[src/rtl/rom_arbiter_pkg.sv]
// rom_arbiter_pkg: shared widths and the round-robin pick helper for ROM arbitration.
package rom_arbiter_pkg;
  localparam int ROM_ADDR_WIDTH = 4;
  localparam int ROM_DATA_WIDTH = 4;
  localparam int STATS_COUNT_WIDTH = 8;

  // Sized for the largest supported arbiter (8 requesters); n trims it to the real count.
  function automatic logic [7:0] rr_pick(input logic [7:0] valid, input logic [2:0] ptr, input int n);
    logic [7:0] g;
    logic found;
    int idx;
    g = '0;
    found = 1'b0;
    for (int k = 0; k < 8; k++) begin
      idx = int'(ptr) + k;
      if (idx >= n) idx = idx - n;
      if (k < n && !found && valid[idx[2:0]]) begin
        g[idx[2:0]] = 1'b1;
        found = 1'b1;
      end
    end
    return g;
  endfunction
endpackage

[src/rtl/rom_arbiter_rr_grant.sv]
// rr_grant: combinational round-robin grant with a registered rotating priority pointer.
module rr_grant
  import rom_arbiter_pkg::*;
#(
  parameter int N = 4
) (
  input  logic         clock,
  input  logic         reset_n,
  input  logic [N-1:0] valid,
  output logic [N-1:0] grant
);
  localparam int PW = (N > 1) ? $clog2(N) : 1;
  logic [PW-1:0] ptr;
  logic [PW-1:0] nxt;
  logic [7:0]    pick;
  always_comb begin
    pick = rr_pick(8'(valid), 3'(ptr), N);
    grant = pick[N-1:0];
    nxt = ptr;
    for (int k = 0; k < N; k++)
      if (grant[k]) nxt = (k == N - 1) ? '0 : PW'(k + 1);
  end
  always_ff @(posedge clock or negedge reset_n)
    if (!reset_n) ptr <= '0;
    else if (|valid) ptr <= nxt;
endmodule

[src/rtl/rom_arbiter.sv]
// rom_arbiter: round-robin sharing of one 1-cycle-latency ROM among NUM_REQ requesters.
// Optional per-requester saturating grant counters under `ROM_ARBITER_STATS_EN.
module rom_arbiter
  import rom_arbiter_pkg::*;
#(
  parameter int NUM_REQ    = 4,
  parameter int ADDR_WIDTH = ROM_ADDR_WIDTH,
  parameter int DATA_WIDTH = ROM_DATA_WIDTH
) (
  input  logic                          clock,
  input  logic                          reset_n,
  input  logic [NUM_REQ-1:0]            req_valid,
  input  logic [NUM_REQ*ADDR_WIDTH-1:0] req_addr,
  output logic [NUM_REQ-1:0]            req_ready,
  output logic [NUM_REQ-1:0]            resp_valid,
  output logic [DATA_WIDTH-1:0]         resp_data,
  output logic                          rom_enable,
  output logic [ADDR_WIDTH-1:0]         rom_address,
`ifdef ROM_ARBITER_STATS_EN
  input  logic                                 stats_clear,
  output logic [NUM_REQ*STATS_COUNT_WIDTH-1:0] grant_count,
`endif
  input  logic [DATA_WIDTH-1:0]         rom_read_data
);
  logic [NUM_REQ-1:0] pend_tag;

  rr_grant #(.N(NUM_REQ)) u_rr (
    .clock   (clock),
    .reset_n (reset_n),
    .valid   (req_valid),
    .grant   (req_ready)
  );

  always_comb begin
    rom_address = '0;
    for (int i = 0; i < NUM_REQ; i++)
      if (req_ready[i]) rom_address = req_addr[i*ADDR_WIDTH +: ADDR_WIDTH];
  end

  assign rom_enable = |req_ready;
  assign resp_valid = pend_tag;
  // The ROM drives garbage when not enabled, so only pass data through with a live tag.
  assign resp_data  = (|pend_tag) ? rom_read_data : '0;

  always_ff @(posedge clock or negedge reset_n)
    if (!reset_n) pend_tag <= '0;
    else pend_tag <= req_ready;

`ifdef ROM_ARBITER_STATS_EN
  for (genvar g = 0; g < NUM_REQ; g++) begin : g_cnt
    logic [STATS_COUNT_WIDTH-1:0] cnt;
    always_ff @(posedge clock or negedge reset_n)
      if (!reset_n) cnt <= '0;
      else if (stats_clear) cnt <= '0;
      else if (req_ready[g] && cnt != '1) cnt <= cnt + 1'b1;
    assign grant_count[g*STATS_COUNT_WIDTH +: STATS_COUNT_WIDTH] = cnt;
  end
`endif
endmodule

[config.mk]
export PLATFORM = sky130hd
export DESIGN_NAME = rom_arbiter
export DESIGN_NICKNAME = d
export VERILOG_FILES = /design/src/rtl/rom_arbiter_pkg.sv /design/src/rtl/rom_arbiter_rr_grant.sv /design/src/rtl/rom_arbiter.sv
export SDC_FILE = /design/constraint.sdc
export NUM_CORES = 1
export LEC_CHECK = 0
export ABC_CLOCK_PERIOD_IN_PS = 3300
export BUFFER_PORTS_ARGS = -buffer_cell sky130_fd_sc_hd__buf_2
export CAP_MARGIN = 0
export CORE_UTILIZATION = 39
export CTS_CLUSTER_DIAMETER = 150
export DETAILED_ROUTE_END_ITERATION = 7
export GPL_TIMING_DRIVEN = 1
export PLACE_DENSITY = 0.75
export SYNTH_ARGS = -nofsm -noshare
export SYNTH_HDL_FRONTEND = slang
export SYNTH_SLANG_ARGS = --single-unit
[constraint.sdc]
create_clock -name clock -period 3.3 [get_ports clock]
set_input_delay 0.66 -clock clock [delete_from_list [all_inputs] [get_ports clock]]
set_output_delay 0.66 -clock clock [all_outputs]
set_load 0.03 [all_outputs]
# ---- Word level (Yosys, flattened, before mapping)
# Index checks and enable logic that the tools add are counted.
# W data, S select, Z words.
dict set report word_totals {
  ff_bits 6
  word_cells 75
}
dict set report classes {
  n_addsub 7
  order_cmp 12
  mux 36
  n_bitwise 3
  reduce_logical 15
}
# operator count
set op_table {}
lappend op_table {{$ge A32 B4 Y1 const B} 3}
lappend op_table {{$mux W4} 9}
lappend op_table {{$lt A3 B4 Y1 const B} 4}
lappend op_table {{$bmux W1 S3} 4}
lappend op_table {{$demux W1 S3} 4}
lappend op_table {{$ge A3 B1 Y1 const B} 4}
lappend op_table {{$mux W3} 4}
lappend op_table {{$or A4 B4 Y4} 3}
lappend op_table {{$reduce_or A4 Y1} 3}
lappend op_table {{$mux W1} 11}
lappend op_table {{$sub A3 B3 Y3 const B} 3}
lappend op_table {{$mux W2} 4}
lappend op_table {{$logic_and A1 B1 Y1} 7}
lappend op_table {{$add A2 B2 Y3 const B} 2}
lappend op_table {{$reduce_bool A4 Y1} 1}
lappend op_table {{$add A2 B1 Y3 const B} 1}
lappend op_table {{$ge A2 B3 Y1 const B} 1}
lappend op_table {{$logic_not A1 Y1} 3}
lappend op_table {{$sub A2 B3 Y3 const B} 1}
lappend op_table {{$reduce_and A2 Y1} 1}

# ---- Logic depth before layout (Yosys ltp)
# Gate-level depths: netlist of run 1.
dict set report depth {
  ltp_word 18
  depth_mapped 10
}

# ---- Hierarchy
# A second synthesis of run 1 with hierarchy kept.
dict set report unflattened {
  hier_cells 82
  hier_area_um2 770.7
}
# mod n_inst cells_per_inst area_each_um2 seq_area_each_um2
set by_module_without_submodules {}
lappend by_module_without_submodules {rr_grant 1 54 508.0 50.0}
lappend by_module_without_submodules {rom_arbiter 1 28 262.8 100.1}

# ---- Worst setup path after synthesis of run 1
# Ideal clock, no wire load.
dict set report synth_path {
  path_type {register -> output}
  start {register u_rr.ptr[0]}
  end {output port rom_address[0]}
  arrival_time_ns 3.194
  required_ns 2.640
  slack_ns -0.554
  path_stages_with_launch 11
  cell_sequence {dfrtp_1 -> buf_6 -> inv_1 -> ha_1 -> mux2_4 -> a32oi_2 -> nor2_2 -> a222oi_1 -> nand2_2 -> nor4_4 -> a221o_1}
}
# element line_no
set synth_rtl {}
lappend synth_rtl {{start: declaration} rom_arbiter_rr_grant.sv:13} ;# logic [PW-1:0] ptr;
lappend synth_rtl {{start signal: assignment} rom_arbiter_rr_grant.sv:25} ;# else if (|valid) ptr <= nxt;
lappend synth_rtl {{branches (longest 13 deep; another with $ge A32 B4 Y1)} --}
lappend synth_rtl {{$mux W4 *} rom_arbiter_pkg.sv:17} ;# if (k < n && !found && valid[idx[2:0]]) begin
lappend synth_rtl {{named net req_ready[3]} rom_arbiter.sv:14} ;# output logic [NUM_REQ-1:0] req_ready,
lappend synth_rtl {{$mux W4 *} rom_arbiter.sv:37} ;# if (req_ready[i]) rom_address = req_addr[i*ADDR_WIDTH +: ADDR_WIDTH];
lappend synth_rtl {{end: declaration} rom_arbiter.sv:18} ;# output logic [ADDR_WIDTH-1:0] rom_address,
# Mark *: on every way through the listed nets, which the timed path passes. The select of a mux whose other input is x is not followed.

# ---- Final worst setup path of run 1
dict set report layout_path {
  start {register u_rr.ptr[0]}
  end {output port rom_address[0]}
}
dict set report layout_between {
  elab_chain_cells 18
}
# element line_no
set layout_rtl {}
lappend layout_rtl {{branches (longest 13 deep; another with $ge A32 B4 Y1)} --}
lappend layout_rtl {{$mux W4 *} rom_arbiter_pkg.sv:17}
lappend layout_rtl {{$mux W4 (3 in series)} rom_arbiter.sv:37}
lappend layout_rtl {{$mux W4 *} rom_arbiter.sv:37}
# Mark *: on every way between the ends. The select of a mux whose other input is x is not followed.

==> results.sh, run 1 <==
export IMPL_outcome="finished, violations left"
export IMPL_violations="setup timing"
export IMPL_clk_pin_slew_ns=0.06
export IMPL_fin_nets=178
export IMPL_synth_distinct_cells=36
export IMPL_dieArea_um2=2130
export IMPL_yosys_warnings=0
export IMPL_finalClockSkew_ns=0.0125
export IMPL_via_count=974
export IMPL_period_minus_slack_ns=3.63
export IMPL_die_y_um=46.1
export IMPL_cp_slowest_cell="a222oi_1"
export IMPL_first_iter_violations=36
export IMPL_arrival_ns=2.97
export IMPL_maxSlewViolCount=0
export IMPL_clock_path_buffers=2
export IMPL_nFillCells=131
export IMPL_wl_um=2700
export IMPL_setup_ws_ns=-0.331
export IMPL_crit_type="reg -> out"
export IMPL_cp_startpoint="u_rr.ptr[0]$_DFFE_PN0P_"
export IMPL_h_tree_depth=1
export IMPL_hp_class="in -> async"
export IMPL_hpwl_um=1960
export IMPL_netlist_instances=80
export IMPL_yosysSeqAreaShare_pct=19.8
export IMPL_worst_hold_slack_ns=0.209
export IMPL_drtPass1Iterations=4
export IMPL_path_max_fanout=8
export IMPL_fin_crit_sh_pct=110
export IMPL_numCtsBuffers=3
export IMPL_fin_util_pct=71.8
export IMPL_critPathMaxStageDelay_ns=0.44
export IMPL_synth_nets=113
export IMPL_post_cts_buffers=0
export IMPL_start_util_pct=42.6
export IMPL_hold_viol_final=0
export IMPL_critPathBufInv=2
export IMPL_die_w_um=46.1
export IMPL_slew_headroom_pct=55.4
export IMPL_rows=15
export IMPL_syn_cell_area_um2=759
export IMPL_crit_chain="inv_4, ha_4, mux2_4, a32oi_4, nor2_2, a222oi_1, nand2_2, a22o_1, a221o_2, buf_6"
export IMPL_routabilityCongestion=0.893
export IMPL_worst_setup_path_start_kind="flop"
export IMPL_setup_tns_ns=-1.45
export IMPL_synth_seq_cells=6
export IMPL_diodes=0
export IMPL_critPathTopFamily="compound AO/OA/AOI/OAI gates"
export IMPL_cts_tree="done"
export IMPL_rsz0062_at_grt="true"
export IMPL_drc_errors=0
export IMPL_core_um2=1780
export IMPL_end_kind="primary output"
export IMPL_first_global_vias=833
export IMPL_drive_gt1_share_pct=67.4
export IMPL_area_growth_syn_to_layout_pct=68.5
export IMPL_clockRootBuffer="clkbuf_4"
export IMPL_fmax_mhz=275
export IMPL_grt_ovfl_total=0
export IMPL_io_buffer_count=42
export IMPL_grt_start_max_net_pins=9
export IMPL_worst_pin_slew_ns=0.663
export IMPL_syn_area_per_cell_um2=9.49
export IMPL_clk_latency_ns=0.26
export IMPL_worstPathRequired_ns=2.64
export IMPL_wl_per_cell_um=16.0
export IMPL_via_per_inst=5.76
export IMPL_hold_buffers=0
export IMPL_grt_use_total_pct=25.7
export IMPL_reg2reg_from="u_rr.ptr[0]$_DFFE_PN0P_"
export IMPL_cap_viol_max_count=0
export IMPL_grt_pass1_wl_um=3790
export IMPL_finalSetupViolations=6
export IMPL_ant_nets=0
export IMPL_antenna_found_initial=0
export IMPL_io_pins=43
export IMPL_clock_sinks=6
[synth_stat cells]
master | number | area [um^2]
a311oi_1 | 1 | 8.76
and2b_4 | 1 | 10.0
nand4_1 | 1 | 6.26
ha_1 | 7 | 87.6
o21ai_0 | 2 | 10.0
nor4_4 | 1 | 21.3
nand2_1 | 3 | 11.3
mux2_4 | 1 | 15.0
a22oi_1 | 4 | 30.0
nor2_2 | 1 | 6.26
a32oi_2 | 1 | 16.3
and3_2 | 4 | 30.0
buf_4 | 1 | 7.51
nor3b_1 | 1 | 7.51
mux2i_1 | 2 | 20.0
nor2_1 | 3 | 11.3
a21oi_1 | 4 | 20.0
nand2_2 | 2 | 12.5
nor4_1 | 1 | 6.26
mux2_2 | 1 | 11.3
and2b_2 | 1 | 8.76
nand3_1 | 2 | 10.0
a222oi_1 | 1 | 10.0
dfrtp_1 | 6 | 150
nor3b_2 | 1 | 12.5
inv_1 | 4 | 15.0
a221o_1 | 6 | 60.1
buf_6 | 1 | 11.3
and2_1 | 1 | 6.26
a22o_1 | 4 | 35.0
o21ba_1 | 1 | 10.0
nor3_1 | 3 | 15.0
nor2b_1 | 4 | 25.0
o21ba_2 | 1 | 10.0
a2111oi_0 | 1 | 8.76
mux4_2 | 1 | 22.5
[cell families (layout without fill, tap and decap cells)]
kind of cell / Yosys count / after routing / synth area share, %
simple gates: 30 / 30 / 26.4
compound gates: 26 / 26 / 28.8
fa+ha+maj: 7 / 7 / 11.5
flops: 6 / 6 / 19.8
buf+inv: 6 / 70 / 4.45
mux: 5 / 5 / 9.06
[final cells by class]
type	instances	area, um^2	area share, %
multi-input combinational	68	646	50.4
timing repair buffer	62	408	31.9
clock buffer	4	26.3	2.05
tap	25	31.3	2.44
sequential	6	151	11.8
inverter	4	17.5	1.37
[metrics by stage]
stage / std cells / worst slack (ns) / instance area [um^2]
6_report: 169 / -0.331 / 1280
5_1_grt: 169 / -0.435 / 1280
4_1_cts: 169 / -0.318 / 1250
3_5_place_dp: 165 / -0.190 / 1160
3_3_place_gp: 165 / -0.125 / 1160
2_1_floorplan: 80 / -0.335 / 785
[worst reg2reg max path, stage by stage (launching register included)]
cell and delay [ns]:
dfrtp_1 0.39, inv_4 0.05, ha_4 0.28, buf_4 0.13, mux2i_1 0.23, nor3_2 0.09, o21ba_2 0.21, buf_4 0.14
a221o_1 0.30, a21oi_2 0.12, buf_4 0.14, buf_6 0.11, a21oi_1 0.08, o21ba_1 0.17
[path summary, 6_finish.rpt]
kind,endpoint,slack [ns],cells after the start
min in group clock,u_rr.ptr[1]$_DFFE_PN0P_,0.76,3
max in group asynchronous,resp_valid[0]$_DFF_PN0_,2.93,1
hold reg to reg,u_rr.ptr[1]$_DFFE_PN0P_,0.76,3
setup / recovery,rom_address[0],-0.33,10
hold / removal,resp_valid[3]$_DFF_PN0_,0.21,1
setup reg to reg,u_rr.ptr[0]$_DFFE_PN0P_,0.76,13
[registers in the layout (all words and copies together) (netlist names)]
| name | count |
|---|---|
| resp_valid | 4 |
| u_rr.ptr | 2 |
[per-layer routing]
metal / GRT usage [%] / part of all wire, % / up-vias
met5: 0 / 0 / -
met4: 12.9 / 2.9 / 0
met3: 3.92 / 4.3 / 10
met2: 46.2 / 55 / 50
met1: 29.0 / 38 / 467
li1: - / - / 447
[what timing repair did]
item / 4_1_cts / 5_1_grt
gates resized for setup: 22 / 6
pin swaps: 4 / 2
setup endpoints to repair: 6 / 8
[cell usage in the layout (no fill, tap or decap), drive strengths merged]
cell type / count
a2111oi: 1
a21oi: 4
a221o: 6
a222oi: 1
a22o: 4
a22oi: 4
a311oi: 1
a32oi: 1
and2: 1
and2b: 2
and3: 4
buf: 62
clkbuf: 4
dfrtp: 6
ha: 7
inv: 4
mux2: 2
mux2i: 2
mux4: 1
nand2: 5
nand3: 2
nand4: 1
nor2: 4
nor2b: 4
nor3: 3
nor3b: 2
nor4: 2
o21ai: 2
o21ba: 2
Power of run 1 is left out: the tool's default activity adds up to more than one toggle a clock period on the data nets, which glitch-free logic cannot reach.
==> run 2: changes to the inputs <==
--- a/config.mk
+++ b/config.mk
@@ -13,6 +13,7 @@
 export DETAILED_ROUTE_END_ITERATION = 7
 export GPL_TIMING_DRIVEN = 1
 export PLACE_DENSITY = 0.75
+export REMOVE_ABC_BUFFERS = 1
 export SYNTH_ARGS = -nofsm -noshare
 export SYNTH_HDL_FRONTEND = slang
 export SYNTH_SLANG_ARGS = --single-unit
==> results.sh, run 2 (synthesis gave the netlist of run 1 again) <==
export IMPL_outcome="finished, violations left"
export IMPL_violations="setup timing"
export IMPL_finalSetupViolations=5
export IMPL_largest_reg_flops=4
export IMPL_start_util_pct=42.6
export IMPL_diodes=0
export IMPL_slew_headroom_pct=59.9
export IMPL_drive_gt1_share_pct=64.7
export IMPL_rsz0062_at_grt="true"
export IMPL_arrival_ns=3.01
export IMPL_critPathTopFamily="compound AO/OA/AOI/OAI gates"
export IMPL_crit_type="reg -> out"
export IMPL_finalClockSkew_ns=0.00321
export IMPL_core_um2=1780
export IMPL_worstPathRequired_ns=2.64
export IMPL_die_w_um=46.1
export IMPL_fin_nets=188
export IMPL_clk_pin_slew_ns=0.04
export IMPL_clock_path_buffers=2
export IMPL_worst_setup_path_start_kind="flop"
export IMPL_clock_sinks=6
export IMPL_antenna_found_initial=0
export IMPL_cts_tree="done"
export IMPL_drtPass1Iterations=4
export IMPL_fin_area_um2=1330
export IMPL_placed_area_um2=1100
export IMPL_grt_ovfl_total=0
export IMPL_area_growth_syn_to_layout_pct=74.6
export IMPL_h_tree_depth=1
export IMPL_register_area_um2=150
export IMPL_clk_latency_ns=0.24
export IMPL_hold_buffers=0
export IMPL_multiInputGateArea_um2=621
export IMPL_mostFrequentLayoutCells="buf_2 (35), buf_4 (27), buf_6 (9)"
export IMPL_hpwl_um=1770
export IMPL_path_max_fanout=8
export IMPL_crit_chain="inv_2, ha_4, mux2_4, a32oi_2, nor2_2, a222oi_1, nand2_2, nor4_4, a221o_1, buf_6"
export IMPL_numCtsBuffers=3
export IMPL_fin_crit_sh_pct=111
export IMPL_nFillCells=126
export IMPL_via_per_inst=5.33
export IMPL_mostFrequentLayoutCell="buf_2"
export IMPL_first_global_vias=864
export IMPL_routabilityCongestion=0.946
export IMPL_setup_ws_ns=-0.373
export IMPL_hp_class="in -> async"
export IMPL_cp_slowest_cell="a222oi_1"
export IMPL_ant_nets=0
export IMPL_worst_pin_slew_ns=0.596
export IMPL_hold_viol_final=0
export IMPL_critPathMaxStageDelay_ns=0.42
export IMPL_final_cells=178
export IMPL_cap_viol_max_count=0
export IMPL_first_iter_violations=15
export IMPL_via_count=948
export IMPL_die_y_um=46.1
export IMPL_dieArea_um2=2130
export IMPL_grt_pass1_wl_um=3720
export IMPL_period_minus_slack_ns=3.67
export IMPL_wl_per_cell_um=14.2
export IMPL_grt_use_total_pct=24.1
export IMPL_clockRootBuffer="clkbuf_4"
export IMPL_maxSlewViolCount=0
export IMPL_io_buffer_count=42
export IMPL_critPathBufInv=2
export IMPL_rows=15
export IMPL_fmax_mhz=272
export IMPL_io_pins=43
export IMPL_grt_start_max_net_pins=9
export IMPL_wl_um=2530
export IMPL_drc_errors=0
export IMPL_dp_cells=161
export IMPL_place_ws_ns=-0.224
export IMPL_end_kind="primary output"
run 2: cell types whose count changed in the layout (fill, tap and decap cells not counted), sizes merged:
cell,change
buf,+9
run 2: final timing paths:
check                                   startpoint                 endpoint  slack, ns  cells after the start
hold / removal                             reset_n  resp_valid[3]$_DFF_PN0_       0.23                      1
setup / recovery           u_rr.ptr[0]$_DFFE_PN0P_           rom_address[0]      -0.37                     10
min in group clock         u_rr.ptr[1]$_DFFE_PN0P_  u_rr.ptr[1]$_DFFE_PN0P_       0.71                      3
setup reg to reg           u_rr.ptr[0]$_DFFE_PN0P_  u_rr.ptr[0]$_DFFE_PN0P_       0.63                     12
hold reg to reg            u_rr.ptr[1]$_DFFE_PN0P_  u_rr.ptr[1]$_DFFE_PN0P_       0.71                      3
max in group asynchronous                  reset_n  u_rr.ptr[0]$_DFFE_PN0P_       2.93                      1
run 2: routing by layer:
metal,share of wire [%],vias to the layer above,GRT usage (%)
met2,55,21,42.8
li1,-,468,-
met3,2.5,0,1.57
met4,0,0,7.65
met1,43,459,30.5
met5,0,-,0
run 2: area by class of cell:
| cell class | instances | area share (%) |
|---|---|---|
| Multi-Input combinational cell | 68 | 46.8 |
| Inverter | 4 | 1.13 |
| Sequential cell | 6 | 11.3 |
| Timing Repair Buffer | 72 | 36.7 |
| Clock buffer | 3 | 1.70 |
| Tap cell | 25 | 2.36 |
run 2: through the flow:
step           TNS [ns]  hold slack [ns]  utilization (%)
6_report          -1.62            0.229             74.4
5_1_grt           -2.22            0.226             74.4
4_1_cts           -1.62            0.220             71.3
3_5_place_dp     -0.855            0.484             61.8
3_3_place_gp     -0.680            0.480             61.8
2_1_floorplan     -2.74            0.364                -
run 2: repair_timing:
action / in CTS / in global routing
endpoints found under the setup margin: 7 / 7
resized for setup: 25 / 6
buffers inserted: 9 / 6
pin swaps: 14 / 2
Power of run 2 is left out for the same reason.
